$ cat config.mk
export PLATFORM = sky130hd
export DESIGN_NAME = i2c_slave_rx_flat
export DESIGN_NICKNAME = d
export VERILOG_FILES = /design/src/rtl/i2c_slave_rx_if.sv /design/src/rtl/i2c_slave_rx.sv /design/src/flat_wrapper.sv
export SDC_FILE = /design/constraint.sdc
export NUM_CORES = 1
export LEC_CHECK = 0
export ABC_CLOCK_PERIOD_IN_PS = 4500
export CORE_MARGIN = 2
export CORE_UTILIZATION = 40
export CTS_CLUSTER_DIAMETER = 50
export CTS_CLUSTER_SIZE = 30
export DETAILED_ROUTE_END_ITERATION = 8
export HOLD_SLACK_MARGIN = 0.08
export MAX_ROUTING_LAYER = met4
export REMOVE_ABC_BUFFERS = 1
export SLEW_MARGIN = 10
export SYNTH_ARGS = -nofsm -noshare
export SYNTH_HDL_FRONTEND = slang
export SYNTH_SLANG_ARGS = --single-unit
$ cat constraint.sdc
create_clock -name core_clk -period 4.5 [get_ports core_clk]
set_input_delay 0.9 -clock core_clk [delete_from_list [all_inputs] [get_ports core_clk]]
set_output_delay 0.9 -clock core_clk [all_outputs]
set_load 0.02 [all_outputs]
$ cat src/rtl/i2c_slave_rx_if.sv
// Bus and receive-side signals of the I2C slave receiver.
// The slave modport faces the design; the master modport faces the pad/bench side.
interface i2c_slave_rx_if;
    logic       scl_in;
    logic       sda_in;
    logic       sda_oe;
    logic [7:0] rx_data;
    logic       rx_valid;
    logic       rx_ready;
    logic       busy;
    logic       addr_match;
    logic       overflow;
    logic [4:0] rx_count;

    modport slave (
        input  scl_in, sda_in, rx_ready,
        output sda_oe, rx_data, rx_valid, busy, addr_match, overflow, rx_count
    );

    modport master (
        output scl_in, sda_in, rx_ready,
        input  sda_oe, rx_data, rx_valid, busy, addr_match, overflow, rx_count
    );
endinterface

$ cat src/rtl/i2c_slave_rx.sv
// Write-only I2C slave receiver: oversampled START/STOP detection, 7-bit address match,
// ACK generation and a receive FIFO drained through a valid/ready handshake.
module i2c_slave_rx #(
    parameter logic [6:0]  SLAVE_ADDR = 7'h10,
    parameter int unsigned FIFO_DEPTH = 8
) (
    input logic           core_clk,
    input logic           core_rst,
    i2c_slave_rx_if.slave bus
);
    localparam int unsigned PtrW    = $clog2(FIFO_DEPTH);
    localparam logic [PtrW:0] FullCnt = (PtrW + 1)'(FIFO_DEPTH);

    typedef enum logic [2:0] {
        StIdle,
        StAddr,
        StAddrAck,
        StData,
        StDataAck,
        StIgnore
    } state_e;

    // Synchronizers and edge registers
    logic scl_meta_q, scl_sync_q, scl_prev_q;
    logic sda_meta_q, sda_sync_q, sda_prev_q;
    logic scl_rise, scl_fall, start_det, stop_det;

    // FSM state
    state_e     state_q, state_d;
    logic [2:0] bit_cnt_q, bit_cnt_d;
    logic [6:0] shift_q, shift_d;
    logic       ack_en_q, ack_en_d;
    logic       ack_phase_q, ack_phase_d;
    logic       sda_oe_q, sda_oe_d;
    logic       busy_q, busy_d;
    logic       addr_match_q, addr_match_d;
    logic       overflow_q, overflow_d;
    logic [4:0] rx_count_q, rx_count_d;
    logic [7:0] byte_in;
    logic       addr_hit;
    logic       push;

    // FIFO
    logic [7:0]      mem_q [FIFO_DEPTH];
    logic [PtrW-1:0] wr_ptr_q, rd_ptr_q;
    logic [PtrW:0]   count_q;
    logic            fifo_full, fifo_valid, pop;

    always_ff @(posedge core_clk) begin
        if (core_rst) begin
            scl_meta_q <= 1'b1;
            scl_sync_q <= 1'b1;
            scl_prev_q <= 1'b1;
            sda_meta_q <= 1'b1;
            sda_sync_q <= 1'b1;
            sda_prev_q <= 1'b1;
        end else begin
            scl_meta_q <= bus.scl_in;
            scl_sync_q <= scl_meta_q;
            scl_prev_q <= scl_sync_q;
            sda_meta_q <= bus.sda_in;
            sda_sync_q <= sda_meta_q;
            sda_prev_q <= sda_sync_q;
        end
    end

    assign scl_rise  = scl_sync_q & ~scl_prev_q;
    assign scl_fall  = ~scl_sync_q & scl_prev_q;
    assign start_det = scl_sync_q & scl_prev_q & sda_prev_q & ~sda_sync_q;
    assign stop_det  = scl_sync_q & scl_prev_q & ~sda_prev_q & sda_sync_q;

    assign byte_in  = {shift_q, sda_sync_q};
    assign addr_hit = (byte_in[7:1] == SLAVE_ADDR) && !byte_in[0];

    assign fifo_valid = (count_q != '0);
    assign fifo_full  = (count_q == FullCnt);
    assign pop        = fifo_valid & bus.rx_ready;

    always_comb begin
        state_d      = state_q;
        bit_cnt_d    = bit_cnt_q;
        shift_d      = shift_q;
        ack_en_d     = ack_en_q;
        ack_phase_d  = ack_phase_q;
        sda_oe_d     = sda_oe_q;
        busy_d       = busy_q;
        addr_match_d = addr_match_q;
        overflow_d   = overflow_q;
        rx_count_d   = rx_count_q;
        push         = 1'b0;

        // Bus conditions win over bit sampling in the same cycle
        if (stop_det) begin
            state_d      = StIdle;
            busy_d       = 1'b0;
            addr_match_d = 1'b0;
            sda_oe_d     = 1'b0;
            bit_cnt_d    = '0;
            ack_phase_d  = 1'b0;
        end else if (start_det) begin
            state_d      = StAddr;
            busy_d       = 1'b1;
            addr_match_d = 1'b0;
            sda_oe_d     = 1'b0;
            bit_cnt_d    = '0;
            rx_count_d   = '0;
            ack_phase_d  = 1'b0;
        end else begin
            unique case (state_q)
                StIdle: begin
                end
                StAddr: begin
                    if (scl_rise) begin
                        shift_d   = byte_in[6:0];
                        bit_cnt_d = bit_cnt_q + 3'd1;
                        if (bit_cnt_q == 3'd7) begin
                            ack_phase_d = 1'b0;
                            if (addr_hit) begin
                                state_d      = StAddrAck;
                                addr_match_d = 1'b1;
                                ack_en_d     = 1'b1;
                            end else begin
                                state_d = StIgnore;
                            end
                        end
                    end
                end
                StAddrAck, StDataAck: begin
                    // First fall opens the ACK slot, second fall closes it
                    if (scl_fall) begin
                        if (!ack_phase_q) begin
                            ack_phase_d = 1'b1;
                            sda_oe_d    = ack_en_q;
                        end else begin
                            ack_phase_d = 1'b0;
                            sda_oe_d    = 1'b0;
                            state_d     = StData;
                            bit_cnt_d   = '0;
                        end
                    end
                end
                StData: begin
                    if (scl_rise) begin
                        shift_d   = byte_in[6:0];
                        bit_cnt_d = bit_cnt_q + 3'd1;
                        if (bit_cnt_q == 3'd7) begin
                            state_d     = StDataAck;
                            ack_phase_d = 1'b0;
                            if (fifo_full && !pop) begin
                                overflow_d = 1'b1;
                                ack_en_d   = 1'b0;
                            end else begin
                                push     = 1'b1;
                                ack_en_d = 1'b1;
                                if (rx_count_q != 5'd31) begin
                                    rx_count_d = rx_count_q + 5'd1;
                                end
                            end
                        end
                    end
                end
                StIgnore: begin
                    sda_oe_d = 1'b0;
                end
                default: begin
                    state_d  = StIdle;
                    sda_oe_d = 1'b0;
                end
            endcase
        end
    end

    always_ff @(posedge core_clk) begin
        if (core_rst) begin
            state_q      <= StIdle;
            bit_cnt_q    <= '0;
            shift_q      <= '0;
            ack_en_q     <= 1'b0;
            ack_phase_q  <= 1'b0;
            sda_oe_q     <= 1'b0;
            busy_q       <= 1'b0;
            addr_match_q <= 1'b0;
            overflow_q   <= 1'b0;
            rx_count_q   <= '0;
        end else begin
            state_q      <= state_d;
            bit_cnt_q    <= bit_cnt_d;
            shift_q      <= shift_d;
            ack_en_q     <= ack_en_d;
            ack_phase_q  <= ack_phase_d;
            sda_oe_q     <= sda_oe_d;
            busy_q       <= busy_d;
            addr_match_q <= addr_match_d;
            overflow_q   <= overflow_d;
            rx_count_q   <= rx_count_d;
        end
    end

    always_ff @(posedge core_clk) begin
        if (core_rst) begin
            wr_ptr_q <= '0;
            rd_ptr_q <= '0;
            count_q  <= '0;
        end else begin
            if (push) begin
                wr_ptr_q <= wr_ptr_q + PtrW'(1);
            end
            if (pop) begin
                rd_ptr_q <= rd_ptr_q + PtrW'(1);
            end
            unique case ({push, pop})
                2'b10:   count_q <= count_q + (PtrW + 1)'(1);
                2'b01:   count_q <= count_q - (PtrW + 1)'(1);
                default: count_q <= count_q;
            endcase
        end
    end

    always_ff @(posedge core_clk) begin
        if (push) begin
            mem_q[wr_ptr_q] <= byte_in;
        end
    end

    assign bus.sda_oe     = sda_oe_q;
    assign bus.rx_valid   = fifo_valid;
    assign bus.rx_data    = fifo_valid ? mem_q[rd_ptr_q] : 8'h00;
    assign bus.busy       = busy_q;
    assign bus.addr_match = addr_match_q;
    assign bus.overflow   = overflow_q;
    assign bus.rx_count   = rx_count_q;
endmodule

$ cat src/flat_wrapper.sv
// flat-port wrapper written by rule: the top's interface ports become plain ports
module i2c_slave_rx_flat 
#(
    parameter logic [6:0]  SLAVE_ADDR = 7'h10,
    parameter int unsigned FIFO_DEPTH = 8
)
  (core_clk, core_rst, bus_scl_in, bus_sda_in, bus_rx_ready, bus_sda_oe, bus_rx_data, bus_rx_valid, bus_busy, bus_addr_match, bus_overflow, bus_rx_count);
  i2c_slave_rx_if bus_i ();
  input logic core_clk;
  input logic core_rst;
  input wire logic [$bits(bus_i.scl_in)-1:0] bus_scl_in;
  input wire logic [$bits(bus_i.sda_in)-1:0] bus_sda_in;
  input wire logic [$bits(bus_i.rx_ready)-1:0] bus_rx_ready;
  output wire logic [$bits(bus_i.sda_oe)-1:0] bus_sda_oe;
  output wire logic [$bits(bus_i.rx_data)-1:0] bus_rx_data;
  output wire logic [$bits(bus_i.rx_valid)-1:0] bus_rx_valid;
  output wire logic [$bits(bus_i.busy)-1:0] bus_busy;
  output wire logic [$bits(bus_i.addr_match)-1:0] bus_addr_match;
  output wire logic [$bits(bus_i.overflow)-1:0] bus_overflow;
  output wire logic [$bits(bus_i.rx_count)-1:0] bus_rx_count;
  assign bus_i.scl_in = bus_scl_in;
  assign bus_i.sda_in = bus_sda_in;
  assign bus_i.rx_ready = bus_rx_ready;
  assign bus_sda_oe = bus_i.sda_oe;
  assign bus_rx_data = bus_i.rx_data;
  assign bus_rx_valid = bus_i.rx_valid;
  assign bus_busy = bus_i.busy;
  assign bus_addr_match = bus_i.addr_match;
  assign bus_overflow = bus_i.overflow;
  assign bus_rx_count = bus_i.rx_count;
  i2c_slave_rx #(.SLAVE_ADDR(SLAVE_ADDR), .FIFO_DEPTH(FIFO_DEPTH)) u_core (.core_clk(core_clk), .core_rst(core_rst), .bus(bus_i));
endmodule
==> flow_summary.ini <==
[status]
result_of_the_run = complete, no violations

[drt]
drt-wirelength-per-cell_um = 15.87
vias = 2594
postRouteWirelength_mm = 7.889
final_antenna_net_count = 0
drt_drc_violations_left = 0
drt_iter0_drc = 152
detail_route.vias_per_cell = 5.219
dr.pass1.iters = 4

[grt]
grt_usage_pct = 14.73
first_pass_grt_wire_length_mm = 13.21
antenna_found_initial = 0
congestion_overflow_gr = 0
grt_max_degree = 33
first_global_vias = 2608

[worst_setup_path]
setup_crit_path_kind = register to output pin
reg2regPathDepth = 9
worst-endpoint-required_ns = 3.60
worst_r2r_endpoint = u_core.count_q[2]
timing.rr.start = u_core.state_q[0]
max_fo_critical_path = 16
worst-r2r-setup-slack_ns = 1.59
critical_path.endpoint_type = output pin
timing.critical_path.from_type = register
worstPathArrival_ns = 2.41

[final_layout]
synthToLayoutAreaGrowth_pct = 11.45
layout_commonest_cell = sky130_fd_sc_hd__edfxtp_1
layout_cells_sized_above_1_pct = 13.17
n_antenna_cell = 0
final_net_count = 366
postLayoutCoreUtil_pct = 45.96
most-common-layout-cells = 64 x sky130_fd_sc_hd__edfxtp_1, 43 x sky130_fd_sc_hd__dfxtp_1, 31 x sky130_fd_sc_hd__nor2_1, 22 x sky130_fd_sc_hd__clkdlybuf4s50_1

[floorplan]
chipHeight_um = 109.9
floorplan.die.width_um = 109.9
io-pin-count = 23
core_area_sq_mm = 0.01089
initial_cell_density_of_the_core_pct = 41.23
die_area_sq_mm = 0.01209
row_count = 38

[clock_tree]
clk_latency_worst_skew_pair_ns = 0.36
post_cts_hold_buffer_count = 0
path_clk_slew_ns = 0.09
cts_inserted_buffers = 9
cts_tree = built
postCtsSetupBuffers = 0
tritoncts_num_sinks = 107
clock_tree.htree_level_count = 3
ctsRootBufferMaster = sky130_fd_sc_hd__clkbuf_8
clockBufferDepth = 2
cts.repair.resized = 0

[placed_design]
place_congestion = 0.8031
detailed_place_hpwl_mm = 5.499
io_buffers = 22

[power_and_ir_drop]
total_leakage_power_nw = 1.639
share_clk_of_total_power_pct = 33.4
total_switching_power_uw = 335.9
p_int_mw = 1.246
peakVddDrop_v = 0.0001915
fraction_of_power_spent_switching_nets_pct = 21.24
seq_power_share_pct = 65.3
pwr_density_cell_mw_per_mm2 = 316.1
power.share.combinational_pct = 1.3

[min_path]
min_from = u_core.scl_meta_q
min_path_cells = 1
min_path_type = register to register
worstHoldEndpoint = u_core.scl_sync_q

[synthesis]
yosysWarningCount = 0
synth.avg_cell_area_sq_um = 13.52
asyncSetResetFlopFracSynth_pct = 0
synth.ff_latch_count = 107
synth_sequential_area_ratio_pct = 61.98
yosys.cell_types.count = 56
synth_enable_flop_cells = 64
syn-cell-area_sq_mm = 0.004489
postSynth.topFlopCell = sky130_fd_sc_hd__edfxtp_1
synthesis.instances = 332

[timing]
timing.fmax_ghz = 0.3017
final_min_period_over_clock_period_pct = 73.66
rsz0062_at_grt = no
finalMaxSlewViolations = 0
max-slew-margin-rel_pct = 49.21
worst_pin_slew_ns = 0.7590
setup_viol = 0
fin_skew_ns = 0.008333
period_needed_ns = 3.315
tns_ns = 0
finalHoldViolations = 0

[run]
max_capacitance_violation_count = 0
[worst max-delay path, cell delays in order (launching register included)]
cell and delay, ns:
sky130_fd_sc_hd__dfxtp_1 0.82, sky130_fd_sc_hd__mux4_2 0.41, sky130_fd_sc_hd__mux2i_1 0.22, sky130_fd_sc_hd__nor2_1 0.07, sky130_fd_sc_hd__clkdlybuf4s50_1 0.53
[cell families (layout without fill, tap and decap cells)]
logic type	count (synthesis)	after routing	synth area share, %
XOR/XNOR	8	8	1.728
AO/OA/AOI/OAI	48	48	7.358
adder cells (fa/ha/maj)	10	10	2.731
multiplexers	29	29	10.98
flip-flops	107	107	61.98
buffers and inverters	24	49	2.564
AND/OR/NAND/NOR	106	106	12.65
[area by class of cell]
class | instances | area (sq um)
repair buffers | 26 | 250.2
inverters | 7 | 28.78
clock inverters | 6 | 47.55
well taps | 140 | 175.2
fillers | 975 | 5884
flip-flops and latches | 107 | 2783
multi-input cells | 201 | 1592
clock buffers | 10 | 127.6
[synthesized netlist by cell type (3+ instances only)]
master,instances,area (sq um)
sky130_fd_sc_hd__edfxtp_1,64,1922
sky130_fd_sc_hd__dfxtp_1,43,860.8
sky130_fd_sc_hd__nor2_1,31,116.4
sky130_fd_sc_hd__a21oi_1,21,105.1
sky130_fd_sc_hd__nand2_1,21,78.83
sky130_fd_sc_hd__mux4_2,16,360.4
sky130_fd_sc_hd__mux2i_1,11,110.1
sky130_fd_sc_hd__ha_1,9,112.6
sky130_fd_sc_hd__nand2b_1,8,50.05
sky130_fd_sc_hd__nand3_1,8,40.04
sky130_fd_sc_hd__buf_2,6,30.03
sky130_fd_sc_hd__clkbuf_1,6,22.52
sky130_fd_sc_hd__inv_1,6,22.52
sky130_fd_sc_hd__or2_2,6,37.54
sky130_fd_sc_hd__xor2_1,6,52.55
sky130_fd_sc_hd__o21ai_0,5,25.02
sky130_fd_sc_hd__or3_1,5,31.28
sky130_fd_sc_hd__nor2b_1,4,25.02
sky130_fd_sc_hd__nor3_1,4,20.02
sky130_fd_sc_hd__and2_1,3,18.77
sky130_fd_sc_hd__buf_1,3,11.26
sky130_fd_sc_hd__o21a_1,3,22.52
[state kept, by name, indices dropped and copies added (netlist names), 3 cells and up, named ones only]
signal / flops
u_core.wr_ptr_q: 3
u_core.count_q: 4
u_core.bus.rx_count: 5
u_core.rd_ptr_q: 3
u_core.bit_cnt_q: 3
u_core.shift_q: 7
u_core.mem_q: 64
u_core.state_q: 3
[power by group through the flow]
stage,clock (mW),sequential [mW],combinational [mW]
6_report,0.528,1.03,0.0209
5_1_grt,0.582,1.03,0.0236
3_5_place_dp,0,1.06,0.0213
3_3_place_gp,0,1.06,0.0210
2_1_floorplan,0,1.05,0.00922
4_1_cts,0.547,1.03,0.0212
[worst max path at each step]
stage / end / slack (ns) / cells past startpoint / from
finish: bus_rx_data[7] / 1.19 / 4 / register
global route: bus_rx_data[7] / 1.03 / 4 / register
CTS: bus_rx_data[7] / 1.08 / 4 / register
detailed placement: u_core.count_q[2] / 1.16 / 10 / bus_rx_ready
global placement: u_core.count_q[2] / 1.22 / 10 / bus_rx_ready
floorplan: u_core.count_q[2] / 1.84 / 9 / bus_rx_ready
[layer usage]
layer  GRT usage (%)  part of all wire [%]
met1           18.76                    47
met2           23.62                    49
met3           3.379                   3.0
met4           4.250                  0.77
met5               -                     0
[through the flow]
step	setup slack, ns	instances	area (sq um)	power (mW)	hold slack, ns
after CTS	1.078	497	5004	1.602	0.4217
after floorplan	1.841	315	4403	1.064	0.3895
after detailed placement	1.159	481	4828	1.077	0.3984
after global routing	1.027	497	5004	1.640	0.4358
final	1.185	497	5004	1.582	0.4190
after global placement	1.217	481	4828	1.077	0.3976
Note: power is estimated with default switching activity, not from simulation.
